`config.mk`:
```
export PLATFORM = sky130hd
export DESIGN_NAME = ioctl_mem_arb_flat
export DESIGN_NICKNAME = d
export VERILOG_FILES = /design/src/rtl/ioctl_mem_arb_if.sv /design/src/rtl/ioctl_mem_arb.sv /design/src/flat_wrapper.sv
export SDC_FILE = /design/constraint.sdc
export NUM_CORES = 1
export LEC_CHECK = 0
export ABC_AREA = 1
export ABC_CLOCK_PERIOD_IN_PS = 2720
export CAP_MARGIN = 10
export CORE_UTILIZATION = 47
export CTS_CLUSTER_DIAMETER = 60
export DETAILED_ROUTE_END_ITERATION = 8
export PLACE_DENSITY_LB_ADDON = 0.15
export SYNTH_ARGS = -nofsm -noshare
export SYNTH_HDL_FRONTEND = slang
export SYNTH_SLANG_ARGS = --single-unit
```
`constraint.sdc`:
```
create_clock -name clk_sys -period 2.72 [get_ports clk_sys]
set_input_delay 0.408 -clock clk_sys [delete_from_list [all_inputs] [get_ports clk_sys]]
set_output_delay 0.408 -clock clk_sys [all_outputs]
set_load 0.05 [all_outputs]
```
`src/rtl/ioctl_mem_arb_if.sv`:
```
// ioctl_mem_arb_if: groups the signals between the memory arbiter and the
// blocks around it.
//   ioctl_* : ARM->FPGA download stream (strobe, byte address, byte data)
//   cpu_*   : CPU request/acknowledge port (read/write, one-cycle ack)
//   rd_*    : image-reader read port (one-cycle ack)
//   mem_*   : external memory controller port (req held until ack)
//   dl_*    : download status (busy, sticky overflow)
// Modport slave is the arbiter's view; modport master is the view of the
// requesters plus the memory controller.
interface ioctl_mem_arb_if #(
  parameter int AW = 25
);
  logic          ioctl_download;
  logic          ioctl_wr;
  logic [AW-1:0] ioctl_addr;
  logic [7:0]    ioctl_dout;

  logic          cpu_req;
  logic          cpu_we;
  logic [AW-1:0] cpu_addr;
  logic [7:0]    cpu_din;
  logic [7:0]    cpu_dout;
  logic          cpu_ack;

  logic          rd_req;
  logic [AW-1:0] rd_addr;
  logic [7:0]    rd_dout;
  logic          rd_ack;

  logic          mem_req;
  logic          mem_we;
  logic [AW-1:0] mem_addr;
  logic [7:0]    mem_din;
  logic [7:0]    mem_dout;
  logic          mem_ack;

  logic          dl_busy;
  logic          dl_overflow;

  modport slave (
    input  ioctl_download, ioctl_wr, ioctl_addr, ioctl_dout,
    input  cpu_req, cpu_we, cpu_addr, cpu_din,
    output cpu_dout, cpu_ack,
    input  rd_req, rd_addr,
    output rd_dout, rd_ack,
    output mem_req, mem_we, mem_addr, mem_din,
    input  mem_dout, mem_ack,
    output dl_busy, dl_overflow
  );

  modport master (
    output ioctl_download, ioctl_wr, ioctl_addr, ioctl_dout,
    output cpu_req, cpu_we, cpu_addr, cpu_din,
    input  cpu_dout, cpu_ack,
    output rd_req, rd_addr,
    input  rd_dout, rd_ack,
    input  mem_req, mem_we, mem_addr, mem_din,
    output mem_dout, mem_ack,
    input  dl_busy, dl_overflow
  );
endinterface

```
`src/rtl/ioctl_mem_arb.sv`:
```
// ioctl_mem_arb: shares one external memory port between the download
// stream, the CPU and the tape/disk image reader.
// Download bytes arrive as short strobes with no back-pressure, so each one
// is captured into a small FIFO and later written to memory. Arbitration is
// fixed priority: download FIFO > CPU > reader.
// Ports:
//   clk_sys : system clock, all logic on its rising edge
//   rst_n   : synchronous active-low reset
//   bus     : ioctl_mem_arb_if.slave (download, CPU, reader, memory, status)
module ioctl_mem_arb #(
  parameter int AW        = 25,
  parameter int FIFO_LOG2 = 2
) (
  input  logic            clk_sys,
  input  logic            rst_n,
  ioctl_mem_arb_if.slave  bus
);

  localparam int unsigned DEPTH = 1 << FIFO_LOG2;
  localparam int unsigned EW    = AW + 8;
  localparam logic [FIFO_LOG2:0] PTR_ONE = 1;

  typedef enum logic {ST_IDLE, ST_BUSY} state_e;
  typedef enum logic [1:0] {OWN_FIFO, OWN_CPU, OWN_RD} owner_e;

  logic                 wr_q, dl_q;
  logic [EW-1:0]        fifo_q [DEPTH];
  logic [FIFO_LOG2:0]   wptr_q, rptr_q;
  logic                 ovf_q;

  state_e               state_q, state_d;
  owner_e               owner_q, owner_d;
  logic                 mreq_q, mreq_d;
  logic                 mwe_q, mwe_d;
  logic [AW-1:0]        maddr_q, maddr_d;
  logic [7:0]           mdin_q, mdin_d;
  logic [7:0]           cdout_q, cdout_d;
  logic [7:0]           rdout_q, rdout_d;
  logic                 cack_q, cack_d;
  logic                 rack_q, rack_d;

  logic                 push, pop, push_ok;
  logic                 empty, full;
  logic [EW-1:0]        head;

  // One push per strobe: only the rising edge of ioctl_wr counts.
  assign push  = bus.ioctl_wr & ~wr_q;
  assign empty = (wptr_q == rptr_q);
  assign full  = (wptr_q[FIFO_LOG2] != rptr_q[FIFO_LOG2]) &&
                 (wptr_q[FIFO_LOG2-1:0] == rptr_q[FIFO_LOG2-1:0]);
  assign pop   = (state_q == ST_BUSY) && (owner_q == OWN_FIFO) && bus.mem_ack;
  // A pop in the same cycle frees the slot, so a push while full still fits.
  assign push_ok = push && (!full || pop);
  assign head    = fifo_q[rptr_q[FIFO_LOG2-1:0]];

  // Storage needs no reset; only the pointers define its contents.
  always_ff @(posedge clk_sys) begin
    if (rst_n && push_ok) begin
      fifo_q[wptr_q[FIFO_LOG2-1:0]] <= {bus.ioctl_addr, bus.ioctl_dout};
    end
  end

  always_ff @(posedge clk_sys) begin
    if (!rst_n) begin
      wr_q    <= 1'b0;
      dl_q    <= 1'b0;
      wptr_q  <= '0;
      rptr_q  <= '0;
      ovf_q   <= 1'b0;
      state_q <= ST_IDLE;
      owner_q <= OWN_FIFO;
      mreq_q  <= 1'b0;
      mwe_q   <= 1'b0;
      maddr_q <= '0;
      mdin_q  <= '0;
      cdout_q <= '0;
      rdout_q <= '0;
      cack_q  <= 1'b0;
      rack_q  <= 1'b0;
    end else begin
      wr_q <= bus.ioctl_wr;
      dl_q <= bus.ioctl_download;
      if (push_ok) wptr_q <= wptr_q + PTR_ONE;
      if (pop)     rptr_q <= rptr_q + PTR_ONE;
      if (push && full && !pop) begin
        ovf_q <= 1'b1;
      end else if (bus.ioctl_download && !dl_q) begin
        ovf_q <= 1'b0;
      end
      state_q <= state_d;
      owner_q <= owner_d;
      mreq_q  <= mreq_d;
      mwe_q   <= mwe_d;
      maddr_q <= maddr_d;
      mdin_q  <= mdin_d;
      cdout_q <= cdout_d;
      rdout_q <= rdout_d;
      cack_q  <= cack_d;
      rack_q  <= rack_d;
    end
  end

  always_comb begin
    state_d = state_q;
    owner_d = owner_q;
    mreq_d  = mreq_q;
    mwe_d   = mwe_q;
    maddr_d = maddr_q;
    mdin_d  = mdin_q;
    cdout_d = cdout_q;
    rdout_d = rdout_q;
    cack_d  = 1'b0;
    rack_d  = 1'b0;
    case (state_q)
      ST_IDLE: begin
        if (!empty) begin
          owner_d           = OWN_FIFO;
          mwe_d             = 1'b1;
          {maddr_d, mdin_d} = head;
          mreq_d            = 1'b1;
          state_d           = ST_BUSY;
        end else if (bus.cpu_req) begin
          owner_d = OWN_CPU;
          mwe_d   = bus.cpu_we;
          maddr_d = bus.cpu_addr;
          mdin_d  = bus.cpu_din;
          mreq_d  = 1'b1;
          state_d = ST_BUSY;
        end else if (bus.rd_req) begin
          owner_d = OWN_RD;
          mwe_d   = 1'b0;
          maddr_d = bus.rd_addr;
          mdin_d  = '0;
          mreq_d  = 1'b1;
          state_d = ST_BUSY;
        end
      end
      ST_BUSY: begin
        if (bus.mem_ack) begin
          mreq_d  = 1'b0;
          state_d = ST_IDLE;
          case (owner_q)
            OWN_CPU: begin
              if (!mwe_q) cdout_d = bus.mem_dout;
              cack_d = 1'b1;
            end
            OWN_RD: begin
              rdout_d = bus.mem_dout;
              rack_d  = 1'b1;
            end
            default: ;
          endcase
        end
      end
      default: state_d = ST_IDLE;
    endcase
  end

  assign bus.mem_req     = mreq_q;
  assign bus.mem_we      = mwe_q;
  assign bus.mem_addr    = maddr_q;
  assign bus.mem_din     = mdin_q;
  assign bus.cpu_dout    = cdout_q;
  assign bus.cpu_ack     = cack_q;
  assign bus.rd_dout     = rdout_q;
  assign bus.rd_ack      = rack_q;
  assign bus.dl_overflow = ovf_q;
  // Busy until the last captured byte has actually been written.
  assign bus.dl_busy     = bus.ioctl_download | ~empty |
                           ((state_q == ST_BUSY) && (owner_q == OWN_FIFO));

endmodule

```
`src/flat_wrapper.sv`:
```
// flat-port wrapper written by rule: the top's interface ports become plain ports
module ioctl_mem_arb_flat 
#(
  parameter int AW        = 25,
  parameter int FIFO_LOG2 = 2
)
  (clk_sys, rst_n, bus_ioctl_download, bus_ioctl_wr, bus_ioctl_addr, bus_ioctl_dout, bus_cpu_req, bus_cpu_we, bus_cpu_addr, bus_cpu_din, bus_cpu_dout, bus_cpu_ack, bus_rd_req, bus_rd_addr, bus_rd_dout, bus_rd_ack, bus_mem_req, bus_mem_we, bus_mem_addr, bus_mem_din, bus_mem_dout, bus_mem_ack, bus_dl_busy, bus_dl_overflow);
  ioctl_mem_arb_if #(.AW(AW)) bus_i ();
  input  logic clk_sys;
  input  logic rst_n;
  input wire logic [$bits(bus_i.ioctl_download)-1:0] bus_ioctl_download;
  input wire logic [$bits(bus_i.ioctl_wr)-1:0] bus_ioctl_wr;
  input wire logic [$bits(bus_i.ioctl_addr)-1:0] bus_ioctl_addr;
  input wire logic [$bits(bus_i.ioctl_dout)-1:0] bus_ioctl_dout;
  input wire logic [$bits(bus_i.cpu_req)-1:0] bus_cpu_req;
  input wire logic [$bits(bus_i.cpu_we)-1:0] bus_cpu_we;
  input wire logic [$bits(bus_i.cpu_addr)-1:0] bus_cpu_addr;
  input wire logic [$bits(bus_i.cpu_din)-1:0] bus_cpu_din;
  output wire logic [$bits(bus_i.cpu_dout)-1:0] bus_cpu_dout;
  output wire logic [$bits(bus_i.cpu_ack)-1:0] bus_cpu_ack;
  input wire logic [$bits(bus_i.rd_req)-1:0] bus_rd_req;
  input wire logic [$bits(bus_i.rd_addr)-1:0] bus_rd_addr;
  output wire logic [$bits(bus_i.rd_dout)-1:0] bus_rd_dout;
  output wire logic [$bits(bus_i.rd_ack)-1:0] bus_rd_ack;
  output wire logic [$bits(bus_i.mem_req)-1:0] bus_mem_req;
  output wire logic [$bits(bus_i.mem_we)-1:0] bus_mem_we;
  output wire logic [$bits(bus_i.mem_addr)-1:0] bus_mem_addr;
  output wire logic [$bits(bus_i.mem_din)-1:0] bus_mem_din;
  input wire logic [$bits(bus_i.mem_dout)-1:0] bus_mem_dout;
  input wire logic [$bits(bus_i.mem_ack)-1:0] bus_mem_ack;
  output wire logic [$bits(bus_i.dl_busy)-1:0] bus_dl_busy;
  output wire logic [$bits(bus_i.dl_overflow)-1:0] bus_dl_overflow;
  assign bus_i.ioctl_download = bus_ioctl_download;
  assign bus_i.ioctl_wr = bus_ioctl_wr;
  assign bus_i.ioctl_addr = bus_ioctl_addr;
  assign bus_i.ioctl_dout = bus_ioctl_dout;
  assign bus_i.cpu_req = bus_cpu_req;
  assign bus_i.cpu_we = bus_cpu_we;
  assign bus_i.cpu_addr = bus_cpu_addr;
  assign bus_i.cpu_din = bus_cpu_din;
  assign bus_cpu_dout = bus_i.cpu_dout;
  assign bus_cpu_ack = bus_i.cpu_ack;
  assign bus_i.rd_req = bus_rd_req;
  assign bus_i.rd_addr = bus_rd_addr;
  assign bus_rd_dout = bus_i.rd_dout;
  assign bus_rd_ack = bus_i.rd_ack;
  assign bus_mem_req = bus_i.mem_req;
  assign bus_mem_we = bus_i.mem_we;
  assign bus_mem_addr = bus_i.mem_addr;
  assign bus_mem_din = bus_i.mem_din;
  assign bus_i.mem_dout = bus_mem_dout;
  assign bus_i.mem_ack = bus_mem_ack;
  assign bus_dl_busy = bus_i.dl_busy;
  assign bus_dl_overflow = bus_i.dl_overflow;
  ioctl_mem_arb #(.AW(AW), .FIFO_LOG2(FIFO_LOG2)) u_core (.clk_sys(clk_sys), .rst_n(rst_n), .bus(bus_i));
endmodule
```
==> results of run 1 <==
[per-stage QoR]
step | setup TNS (ns) | instances | setup WS, ns | utilization
2_1_floorplan | -33.37 | 900 | -0.2528 | -
3_3_place_gp | 0 | 1256 | 0.2815 | 0.5937
3_5_place_dp | 0 | 1256 | 0.2377 | 0.5937
4_1_cts | 0 | 1288 | 0.09440 | 0.6248
5_1_grt | 0 | 1288 | 0.06449 | 0.6253
6_report | 0 | 1288 | 0.2277 | 0.6253
[power groups by stage]
stage	registers, mW	logic [mW]	clock network [mW]
finish	3.43	1.50	2.33
global route	3.45	1.65	2.50
floorplan	3.79	0.673	0
detailed placement	3.50	1.50	0
CTS	3.43	1.50	2.38
global placement	3.49	1.48	0
[worst max path at each step]
stage | start | endpoint | slack (ns) | cells after the start
finish | u_core.wptr_q[1] | bus_dl_busy | 0.23 | 8
global placement | bus_mem_ack | u_core.fifo_q[1][20] | 0.28 | 10
global route | u_core.wptr_q[1] | bus_dl_busy | 0.06 | 8
CTS | u_core.wptr_q[1] | bus_dl_busy | 0.09 | 8
detailed placement | bus_mem_ack | u_core.fifo_q[3][21] | 0.24 | 10
floorplan | u_core.state_q | u_core.fifo_q[3][0] | -0.25 | 8
[cells by family after synthesis]
group                      Yosys count
and+or+nand+nor                    405
buffers and inverters              141
AOI/OAI and AO/OA                  124
DFF                                199
muxes                               25
xor gates and xnor gates             1
adders and majority gates            5
[state kept, by name, summed over array words and instances, names as in the netlist, named ones only]
| signal | flops |
|---|---|
| u_core.state_q | 1 |
| u_core.bus.mem_din | 8 |
| u_core.wptr_q | 3 |
| u_core.rptr_q | 3 |
| u_core.bus.rd_ack | 1 |
| u_core.dl_q | 1 |
| u_core.bus.mem_addr | 25 |
| u_core.bus.cpu_ack | 1 |
| u_core.bus.rd_dout | 8 |
| u_core.fifo_q | 132 |
| u_core.bus.mem_req | 1 |
| u_core.owner_q | 2 |
| u_core.bus.dl_overflow | 1 |
| u_core.bus.mem_we | 1 |
| u_core.wr_q | 1 |
| u_core.bus.cpu_dout | 8 |
[synth_stat cells]
library cell	n
inv_2	8
edfxtp_1	132
dfxtp_1	67
xor2_1	1
a21oi_1	10
mux2i_1	25
nor2_8	1
o21bai_1	1
nand2_4	1
a31oi_1	1
buf_6	6
nand3b_1	1
o21ai_0	72
clkbuf_1	20
nor2_4	1
buf_1	3
nor4_1	1
buf_4	1
o21ai_1	15
nand4_2	1
nand2_1	194
nand3b_2	1
buf_2	15
nand2b_1	1
nor3_4	1
nand2_2	5
nor3_2	1
nand4_1	7
nor2_1	179
ha_1	5
o211ai_1	25
nand3_1	10
inv_1	88
[cell type report]
type	instances	area, sq um	share of cell area
Sequential cell	199	5306	0.4839
Multi-Input combinational cell	560	2685	0.2449
Timing Repair Buffer	176	1787	0.1629
Clock buffer	18	429.2	0.03914
Inverter	96	360.3	0.03286
Tap cell	225	281.5	0.02567
Clock inverter	14	116.4	0.01061
[routing by layer]
| metal | track usage | part of all wire | routed length [microns] | vias up |
|---|---|---|---|---|
| li1 | - | - | - | 3231 |
| met1 | 0.3012 | 0.47 | 8840 | 2807 |
| met2 | 0.3308 | 0.44 | 8333 | 195 |
| met3 | 0.04259 | 0.073 | 1376 | 13 |
| met4 | 0.05495 | 0.011 | 204 | 2 |
| met5 | 0 | 0.00069 | 13 | - |
[critical path: stages, from the launching register on]
cell     delay, ns
dfxtp_1       0.47
inv_2         0.10
nand2_1       0.09
nand2_2       0.10
nor2_8        0.23
nand2_8       0.20
a31oi_1       0.22
nand2_1       0.07
buf_4         0.19
[repair_timing]
action / in CTS / in global routing
hold buffers: 0 / 0
endpoints found under the setup margin: 0 / 1
endpoints found under the hold margin: 0 / 0
resized for setup: 0 / 1
==> summary.md, run 1 <==
| Metric | Value |
|---|---|
| CP max FO | 39 |
| Area Overhead vs Synth | 28.28% |
| Clk_skew | 0.01232 ns |
| IO buf count | 161 |
| Yosys cell types | 33 |
| Die X | between 100 and 150 microns |
| Num rows | 48 |
| Total number of vias | 6248 |
| Simple-gate area share of the yosys netlist | 0.1916 |
| Reg2Reg Depth | 9 |
| Post-synthesis mux area share | 0.02927 |
| Max Transition Viols Final | 0 |
| Slew HR | 0.6275 |
| Max Cap Violations | 0 |
| Most frequent cells in the layout | 194 x nand2_1, 175 x nor2_1, 158 x clkdlybuf4s50_1, 132 x edfxtp_1, 88 x inv_1 |
| First-pass GRT wire length | between 20 and 30 mm |
| CTS sink cnt | around 200 |
| P_leak | 4.354 nW |
| FF+latch count, synth | around 200 |
| F_max | 401.2 MHz |
| Mean Syn Cell Area | 9.498 sq um |
| Syn nets | 1012 |
| Core Region | 17540 sq um |
| Die area | 18730 sq um |
| Worst-path clk slew | 0.07 ns |
| Post-synthesis cell count | 900 |
| Initial antenna violation count | 1 |
| Largest family of logic cells by synthesized area | simple AND/OR/NAND/NOR gates |
| I/O pin count | 162 |
| Placed cell areas | 10410 sq um |
| Period utilization | 0.9163 |
| GRT overflow | 0 |
| Reg power frac | 0.473 |
| GRT Total Usage | 0.2116 |
| Min-delay src | rst_n |
| Routed Antenna Nets | 0 |
| Largest area contributor in the netlist | edfxtp_1 |
| RR Endpoint | u_core.fifo_q[3][13] |
| Endpoint class of the critical path | output port |
| Final Hold Vio Count | 0 |
| Hold Slack | 0.3418 ns |
| Initial DRC count | around 360 |
| Most common cell after layout, fill and taps aside | nand2_1 |
| RSZ-0062 raised after global routing | false |
| CTS Buffer Depth | 2 |
| Post-Synth XOR/XNOR Area | 0.001025 |
| End of the worst hold path | u_core.bus.mem_addr[23] |
| Vias in the first global route | 5739 |
| TritonCTS clock tree | yes |
| Post-CTS setup buffer count | 0 |
| Startpoint types | register |
| PwrDens | 661.7 nW/um^2 |
| Sw frac | 0.2962 |
| Peak VDD IR | 0.0005166 V |
| Final WL | approximately 19 mm |
| Vias per cell | about 4.9 |
| Seq/Total Area, Yosys | 0.6206 |
| CP Class | register to output port |
| Initial core utilization | 0.4874 |
| Total power | 7.255 mW |
| Root buffer cell | clkbuf_16 |
| Number of filler cells placed in the layout | around 1500 |
| Synth Cell Area | 8548 sq um |
| Largest cells by area after synthesis | edfxtp_1 46%, dfxtp_1 16%, nand2_1 8.5%, nor2_1 7.9%, o21ai_0 4.2% |
| Reg-to-reg slack, setup | 0.60 ns |
| Gate power share | 0.206 |
| Hold Path Stages | 3 |
| Layout cell share with drive strength beyond 1 | 0.06679 |
| Die Y-Extent | roughly 140 microns |
| Hpwl dp | 12.79 mm |
| Post-synthesis compound-gate area fraction | 0.08036 |
| Net count, final | 1162 |
| ANT cells | 0 |
| Clk pwr share | 0.321 |
| Worst reg2reg startpoint | u_core.state_q |
| P_sw | about 2.1 mW |
| Setup violation total in the final timing report | 0 |
| DR WL/cell | 14.57 microns |
| Worst min path class | input port to register |
| Worst Path Required | 2.31 ns |
| Top cell type's share of synthesized area | 0.4637 |
| GP Congestion | 0.7800 |
| Adder-cell share of the synthesized area | 0.007319 |
| Drt first pass iters | 5 |
| CTS buffer count | 17 |
| Worst path arrival time | 2.08 ns |
| Largest net degree at the start of global routing | between 90 and 100 |
| Worst slew pin tran | 0.5570 ns |
| Outcome | completed |
| DRC Markers | 0 |
| Final Cell Area | 10970 sq um |
| Total of warnings raised by yosys | 0 |
| H-tree levels | 4 |
| Clk_lat worst skew | about 0.43 ns |
| Post-layout min period | 2.492 ns |
| Pint | 5.106 mW |
(Power assumes the default switching activity.)
==> inputs of run 2 (changes only) <==
CELL_PAD_IN_SITES_DETAIL_PLACEMENT = 1   (was not set)
CELL_PAD_IN_SITES_GLOBAL_PLACEMENT = 1   (was not set)
CORE_UTILIZATION = 36   (was 47)
PLACE_DENSITY_LB_ADDON = 0.1   (was 0.15)
==> run 2 against run 1 <==
- global-route usage shrank 2.3 points
- final cell count increased by 7.3%
- count of clock-buffer cells in the layout decreased by 1
- clock skew is 0.0042 ns higher
- sequential power is essentially flat
- register-to-register slack improved by 0.05 ns
- worst hold slack got worse by 0.068 ns
- flip-flop and latch count unchanged
- sequential share of layout area shrank 0.65 points
- critical endpoint unchanged
- largest power group unchanged
==> summary.md, run 2 (synthesized netlist as in run 1, its figures left out) <==
| Metric | Value |
|---|---|
| CP max FO | 29 (was 39) |
| Worst Path Required | 2.31 ns (about the same) |
| CTS Buffer Depth | 2 (unchanged) |
| Largest net degree at the start of global routing | 92 (unchanged) |
| Max Transition Viols Final | 0 (unchanged) |
| Post-layout min period | 2.526 ns (was 2.492 ns) |
| Post-CTS setup buffer count | 0 (unchanged) |
| Clk pwr share | 0.333 (was 0.321) |
| Place WS | 0.2987 ns (was 0.2377 ns) |
| CTS buffer count | 17 (unchanged) |
| Drt first pass iters | 4 (was 5) |
| Vias in the first global route | 6275 (was 5739) |
| Placed cell areas | 10540 sq um (was 10410 sq um) |
| Setup violation total in the final timing report | 0 (unchanged) |
| Worst-path clk slew | 0.07 ns (about the same) |
| Root buffer cell | clkbuf_16 (unchanged) |
| Crit-path most repeated cell | nand2_1 (unchanged) |
| Post-CTS Hold Buffers | 0 (unchanged) |
| Critical Path Max Stage Delay | 0.46 ns (was 0.47 ns) |
| Die Y-Extent | 156.1 microns (was 136.9 microns) |
| Hpwl dp | 15.49 mm (was 12.79 mm) |
| DR WL/cell | 15.99 microns (was 14.57 microns) |
| CP Class | register to output port (unchanged) |
| Min-delay src | rst_n (unchanged) |
| Layout cell share with drive strength beyond 1 | 0.06961 (was 0.06679) |
| IO buf count | 161 (unchanged) |
| Net count, final | 1163 (was 1162) |
| Initial DRC count | 320 (was 362) |
| I/O pin count | 162 (unchanged) |
| Slowest cell on the critical path | dfxtp_1 (unchanged) |
| Critical path, cell by cell | inv_2, nand2_1, nand2_1, nor2_8, nand2_4, a31oi_1, nand2_1, buf_4 (was inv_2, nand2_1, nand2_2, nor2_8, nand2_8, a31oi_1, nand2_1, buf_4) |
| Initial core utilization | 0.3653 (was 0.4874) |
| Reg power frac | 0.461 (was 0.473) |
| Routed Antenna Nets | 0 (unchanged) |
| Post-CTS resize count | 0 (unchanged) |
| Core Region | 23400 sq um (was 17540 sq um) |
| Initial antenna violation count | 0 (was 1) |
| Worst slew pin tran | 0.8956 ns (was 0.5570 ns) |
| ANT cells | 0 (unchanged) |
| H-tree levels | 4 (unchanged) |
| Worst min path class | input port to register (unchanged) |
| Gate power share | 0.206 (about the same) |
| Final WL | 22.10 mm (was 18.77 mm) |
| Total power | 7.445 mW (was 7.255 mW) |
| Peak VDD IR | 0.0004554 V (was 0.0005166 V) |
| GP Congestion | 0.7453 (was 0.7800) |
| Startpoint types | register (unchanged) |
| Most common cell after layout, fill and taps aside | nand2_1 (unchanged) |
| PwrDens | 669.8 nW/um^2 (was 661.7 nW/um^2) |
| Die area | 24370 sq um (was 18730 sq um) |
| Outcome | completed (unchanged) |
| P_sw | 2.304 mW (was 2.149 mW) |
| Hold Path Stages | 3 (unchanged) |
| Slew HR | 0.4029 (was 0.6275) |
| Vias per cell | 4.569 (was 4.851) |
| Final Cell Area | 11110 sq um (was 10970 sq um) |
| Total number of vias | 6315 (was 6248) |
| TritonCTS clock tree | yes (unchanged) |
| Most frequent cells in the layout | 194 x nand2_1, 175 x nor2_1, 158 x clkdlybuf4s50_1, 132 x edfxtp_1, 88 x inv_1 (unchanged) |
| Area Overhead vs Synth | 30.02% (was 28.28%) |
| Number of filler cells placed in the layout | 2694 (was 1496) |
| Endpoint class of the critical path | output port (unchanged) |
| Final Core Density | 0.4749 (was 0.6253) |
| Sw frac | 0.3095 (was 0.2962) |
| Clk_skew | 0.01655 ns (was 0.01232 ns) |
| Max Cap Violations | 0 (unchanged) |
| Reg-to-reg slack, setup | 0.65 ns (was 0.60 ns) |
| First-pass GRT wire length | 34.58 mm (was 29.90 mm) |
| P_leak | 4.380 nW (was 4.354 nW) |
| GRT Total Usage | 0.1888 (was 0.2116) |
| Clk_lat worst skew | 0.44 ns (was 0.43 ns) |
| Number of flip-flops in the largest register | 132 (unchanged) |
| RSZ-0062 raised after global routing | false (unchanged) |
| CP delay by family, top | simple AND/OR/NAND/NOR gates (unchanged) |
| DRC Markers | 0 (unchanged) |
| Reg2Reg Depth | 9 (unchanged) |
| Pint | 5.141 mW (was 5.106 mW) |
| Worst path arrival time | 2.12 ns (was 2.08 ns) |
| Period utilization | 0.9286 (was 0.9163) |
| CP bufs+invs | 2 (unchanged) |
| F_max | 395.9 MHz (was 401.2 MHz) |
| End of the worst hold path | u_core.bus.mem_din[6] (was u_core.bus.mem_addr[23]) |
| CTS sink cnt | 199 (unchanged) |
| GRT overflow | 0 (unchanged) |
| Final Hold Vio Count | 0 (unchanged) |
| Hold Slack | 0.2741 ns (was 0.3418 ns) |
| Num rows | 56 (was 48) |
| Worst reg2reg startpoint | u_core.state_q (unchanged) |
| Setup ws final | 0.1942 ns (was 0.2277 ns) |
| Die X | 156.1 microns (was 136.9 microns) |
| RR Endpoint | u_core.fifo_q[3][1] (was u_core.fifo_q[3][13]) |
-- run 2: cell count changes in the layout (fill, tap and decap cells not counted), sizes merged --
cell,change
inv,+3
clkinvlp,-2
buf,+1
clkbuf,-1
clkinv,-1
-- run 2: worst max-delay path by stage --
stage	startpoint	to	slack (ns)	cells past startpoint
4_1_cts	u_core.wptr_q[0]	bus_dl_busy	0.16	8
6_report	u_core.wptr_q[0]	bus_dl_busy	0.19	8
3_3_place_gp	bus_mem_ack	u_core.fifo_q[3][19]	0.29	10
3_5_place_dp	bus_mem_ack	u_core.fifo_q[1][14]	0.30	10
2_1_floorplan	u_core.state_q	u_core.fifo_q[3][0]	-0.25	8
5_1_grt	u_core.wptr_q[0]	bus_dl_busy	0.02	8
-- run 2: worst register-to-register path, delay by kind of cell, from the launching register on --
family	cells	cell delay, ns
buffers and inverters	3	0.39
AND/OR/NAND/NOR	6	0.85
flip-flops	1	0.48
-- run 2: layer usage --
metal	GRT usage	part of all wire
met5	0	0
met2	0.3034	0.45
met4	0.05089	0.0083
met3	0.02944	0.033
met1	0.2641	0.51
-- run 2: cell type report --
class	count	area, sq um	share of cell area
Clock inverter	14	152.6	0.01373
Clock buffer	17	425.4	0.03828
Inverter	96	360.3	0.03242
Timing Repair Buffer	177	1794	0.1614
Sequential cell	199	5306	0.4774
Tap cell	319	399.1	0.03591
Multi-Input combinational cell	560	2676	0.2408
-- run 2: power by group through the flow --
stage               logic (mW)  registers (mW)  clock network, mW
finish                    1.53            3.43               2.48
global route              1.69            3.45               2.65
global placement          1.53            3.50                  0
CTS                       1.55            3.43               2.54
detailed placement        1.55            3.50                  0
floorplan                0.673            3.79                  0
-- run 2: per-stage QoR --
stage	std cells	setup TNS, ns
final	1382	0
after global routing	1382	0
after CTS	1382	0
after detailed placement	1351	0
after global placement	1351	0
after floorplan	900	-33.37
==> inputs of run 3 (changes only) <==
MAX_ROUTING_LAYER = met4   (was not set)
==> run 3 against run 2 <==
- flip-flop and latch count stayed put
- global-route usage is 0.57 points higher
- fmax up 0.81%
- via count barely moved
- critical path depth did not move
- sequential share of layout area is the same
- utilization is the same
- wire length fell by 0.11%
- clock skew hardly changed
- register-to-register slack hardly changed
- die area unchanged
==> summary.md, run 3 (synthesized netlist as in run 1, its figures left out) <==
| Metric | Value |
|---|---|
| GRT Total Usage | 0.1945 (was 0.1888) |
| Final Cell Area | 11110 sq um (unchanged) |
| Routed Antenna Nets | 0 (unchanged) |
| Reg-to-reg slack, setup | 0.66 ns (was 0.65 ns) |
| Die X | 156.1 microns (unchanged) |
| FF/Latch Area | 5306 sq um (unchanged) |
| Max Transition Viols Final | 0 (unchanged) |
| I/O pin count | 162 (unchanged) |
| Post-CTS setup buffer count | 0 (unchanged) |
| Total number of vias | 6320 (was 6315) |
| CTS buffer count | 17 (unchanged) |
| P_leak | 4.380 nW (unchanged) |
| CP Class | register to output port (unchanged) |
| DRC Markers | 0 (unchanged) |
| RSZ-0062 raised after global routing | false (unchanged) |
| First-pass GRT wire length | 34.62 mm (was 34.58 mm) |
| Worst reg2reg startpoint | u_core.state_q (unchanged) |
| IO buf count | 161 (unchanged) |
| Vias per cell | 4.573 (was 4.569) |
| Worst slew pin tran | 0.9041 ns (was 0.8956 ns) |
| Most frequent cells in the layout | 194 x nand2_1, 175 x nor2_1, 158 x clkdlybuf4s50_1, 132 x edfxtp_1, 88 x inv_1 (unchanged) |
| Post-layout min period | 2.506 ns (was 2.526 ns) |
| ANT cells | 0 (unchanged) |
| GRT overflow | 0 (unchanged) |
| Final Core Density | 0.4749 (unchanged) |
| Hpwl dp | 15.49 mm (unchanged) |
| Peak VDD IR | 0.0004511 V (was 0.0004554 V) |
| F_max | 399.1 MHz (was 395.9 MHz) |
| Max Cap Violations | 0 (unchanged) |
| Multi-input combinational cell area | 2676 sq um (unchanged) |
| Num rows | 56 (unchanged) |
| Die Y-Extent | 156.1 microns (unchanged) |
| DR WL/cell | 15.97 microns (was 15.99 microns) |
| Number of filler cells placed in the layout | 2694 (unchanged) |
| Worst path arrival time | 2.10 ns (was 2.12 ns) |
| CTS sink cnt | 199 (unchanged) |
| H-tree levels | 4 (unchanged) |
| Net count, final | 1163 (unchanged) |
| Post-CTS Hold Buffers | 0 (unchanged) |
| Clk_lat worst skew | 0.44 ns (about the same) |
| Core Region | 23400 sq um (unchanged) |
| PwrDens | 669.5 nW/um^2 (was 669.8 nW/um^2) |
| Worst setup path end | bus_dl_busy (unchanged) |
| Die area | 24370 sq um (unchanged) |
| Total power | 7.441 mW (was 7.445 mW) |
| Vias in the first global route | 6274 (was 6275) |
| Post-CTS resize count | 0 (unchanged) |
| CP max FO | 29 (unchanged) |
| CP startpoint | u_core.wptr_q[0] (unchanged) |
| CTS Buffer Depth | 2 (unchanged) |
| Worst-path clk slew | 0.07 ns (about the same) |
| Period utilization | 0.9212 (was 0.9286) |
| Final WL | 22.08 mm (was 22.10 mm) |
| Reg2Reg Depth | 9 (unchanged) |
| Initial core utilization | 0.3653 (unchanged) |
| RR Endpoint | u_core.fifo_q[0][10] (was u_core.fifo_q[3][1]) |
| Startpoint types | register (unchanged) |
| Largest net degree at the start of global routing | 92 (unchanged) |
| Initial DRC count | 328 (was 320) |
| Outcome | completed (unchanged) |
| Place WS | 0.2987 ns (unchanged) |
| Final Hold Vio Count | 0 (unchanged) |
| Finished Layout Cells | 1382 (unchanged) |
| Worst Path Required | 2.31 ns (about the same) |
| Final setup TNS | 0 ns (unchanged) |
| Hold Slack | 0.2762 ns (was 0.2741 ns) |
| Area Overhead vs Synth | 30.02% (unchanged) |
| Root buffer cell | clkbuf_16 (unchanged) |
| Worst min path class | input port to register (unchanged) |
| Number of flip-flops in the largest register | 132 (unchanged) |
| Setup violation total in the final timing report | 0 (unchanged) |
| Endpoint class of the critical path | output port (unchanged) |
| Setup ws final | 0.2145 ns (was 0.1942 ns) |
| Slew HR | 0.3972 (was 0.4029) |
| Post-Place Cells | 1351 (unchanged) |
| GP Congestion | 0.7547 (was 0.7453) |
| TritonCTS clock tree | yes (unchanged) |
| Layout cell share with drive strength beyond 1 | 0.06961 (unchanged) |
| Clk_skew | 0.01609 ns (was 0.01655 ns) |
| Drt first pass iters | 4 (unchanged) |
| Placed cell areas | 10540 sq um (unchanged) |
| Most common cell after layout, fill and taps aside | nand2_1 (unchanged) |
| Initial antenna violation count | 0 (unchanged) |
[run 3: cell counts in the layout (fill, tap and decap cells not counted)]
No cell type changed its count.
[run 3: layout make-up]
type / instances / share of cell area
Timing Repair Buffer: 177 / 0.1614
Sequential cell: 199 / 0.4774
Inverter: 96 / 0.03242
Tap cell: 319 / 0.03591
Clock buffer: 17 / 0.03828
Clock inverter: 14 / 0.01373
Multi-Input combinational cell: 560 / 0.2408
[run 3: worst min path at each step]
stage,startpoint,to,slack (ns),cells past startpoint
global placement,u_core.bus.mem_req,u_core.bus.mem_req,0.45,2
finish,rst_n,u_core.bus.mem_din[6],0.28,3
floorplan,u_core.rptr_q[2],u_core.rptr_q[2],0.45,2
CTS,rst_n,u_core.bus.mem_din[6],0.26,3
global route,rst_n,u_core.wptr_q[1],0.29,3
detailed placement,u_core.bus.cpu_dout[7],u_core.bus.cpu_dout[7],0.47,2
[run 3: per-layer routing]
| layer | global-route usage | routed length (microns) | up-vias |
|---|---|---|---|
| li1 | - | - | 3228 |
| met1 | 0.2648 | 11130 | 2953 |
| met2 | 0.3027 | 10020 | 130 |
| met3 | 0.02944 | 774 | 9 |
| met4 | 0.05089 | 149 | 0 |
| met5 | - | 0 | - |
[run 3: worst max-delay path: stages (launching register included)]
cell and delay [ns]:
dfxtp_1 0.45, inv_2 0.08, nand2_1 0.06, nand2_1 0.14, nor2_8 0.21, nand2_4 0.24, a31oi_1 0.24, nand2_1 0.07
buf_4 0.19
[run 3: power by group]
group / internal (mW) / switching [mW] / leakage (nW) / total, mW
combinational: 0.550 / 0.981 / 2.35 / 1.53
sequential: 3.36 / 0.0689 / 1.75 / 3.43
clock: 1.23 / 1.25 / 0.283 / 2.48
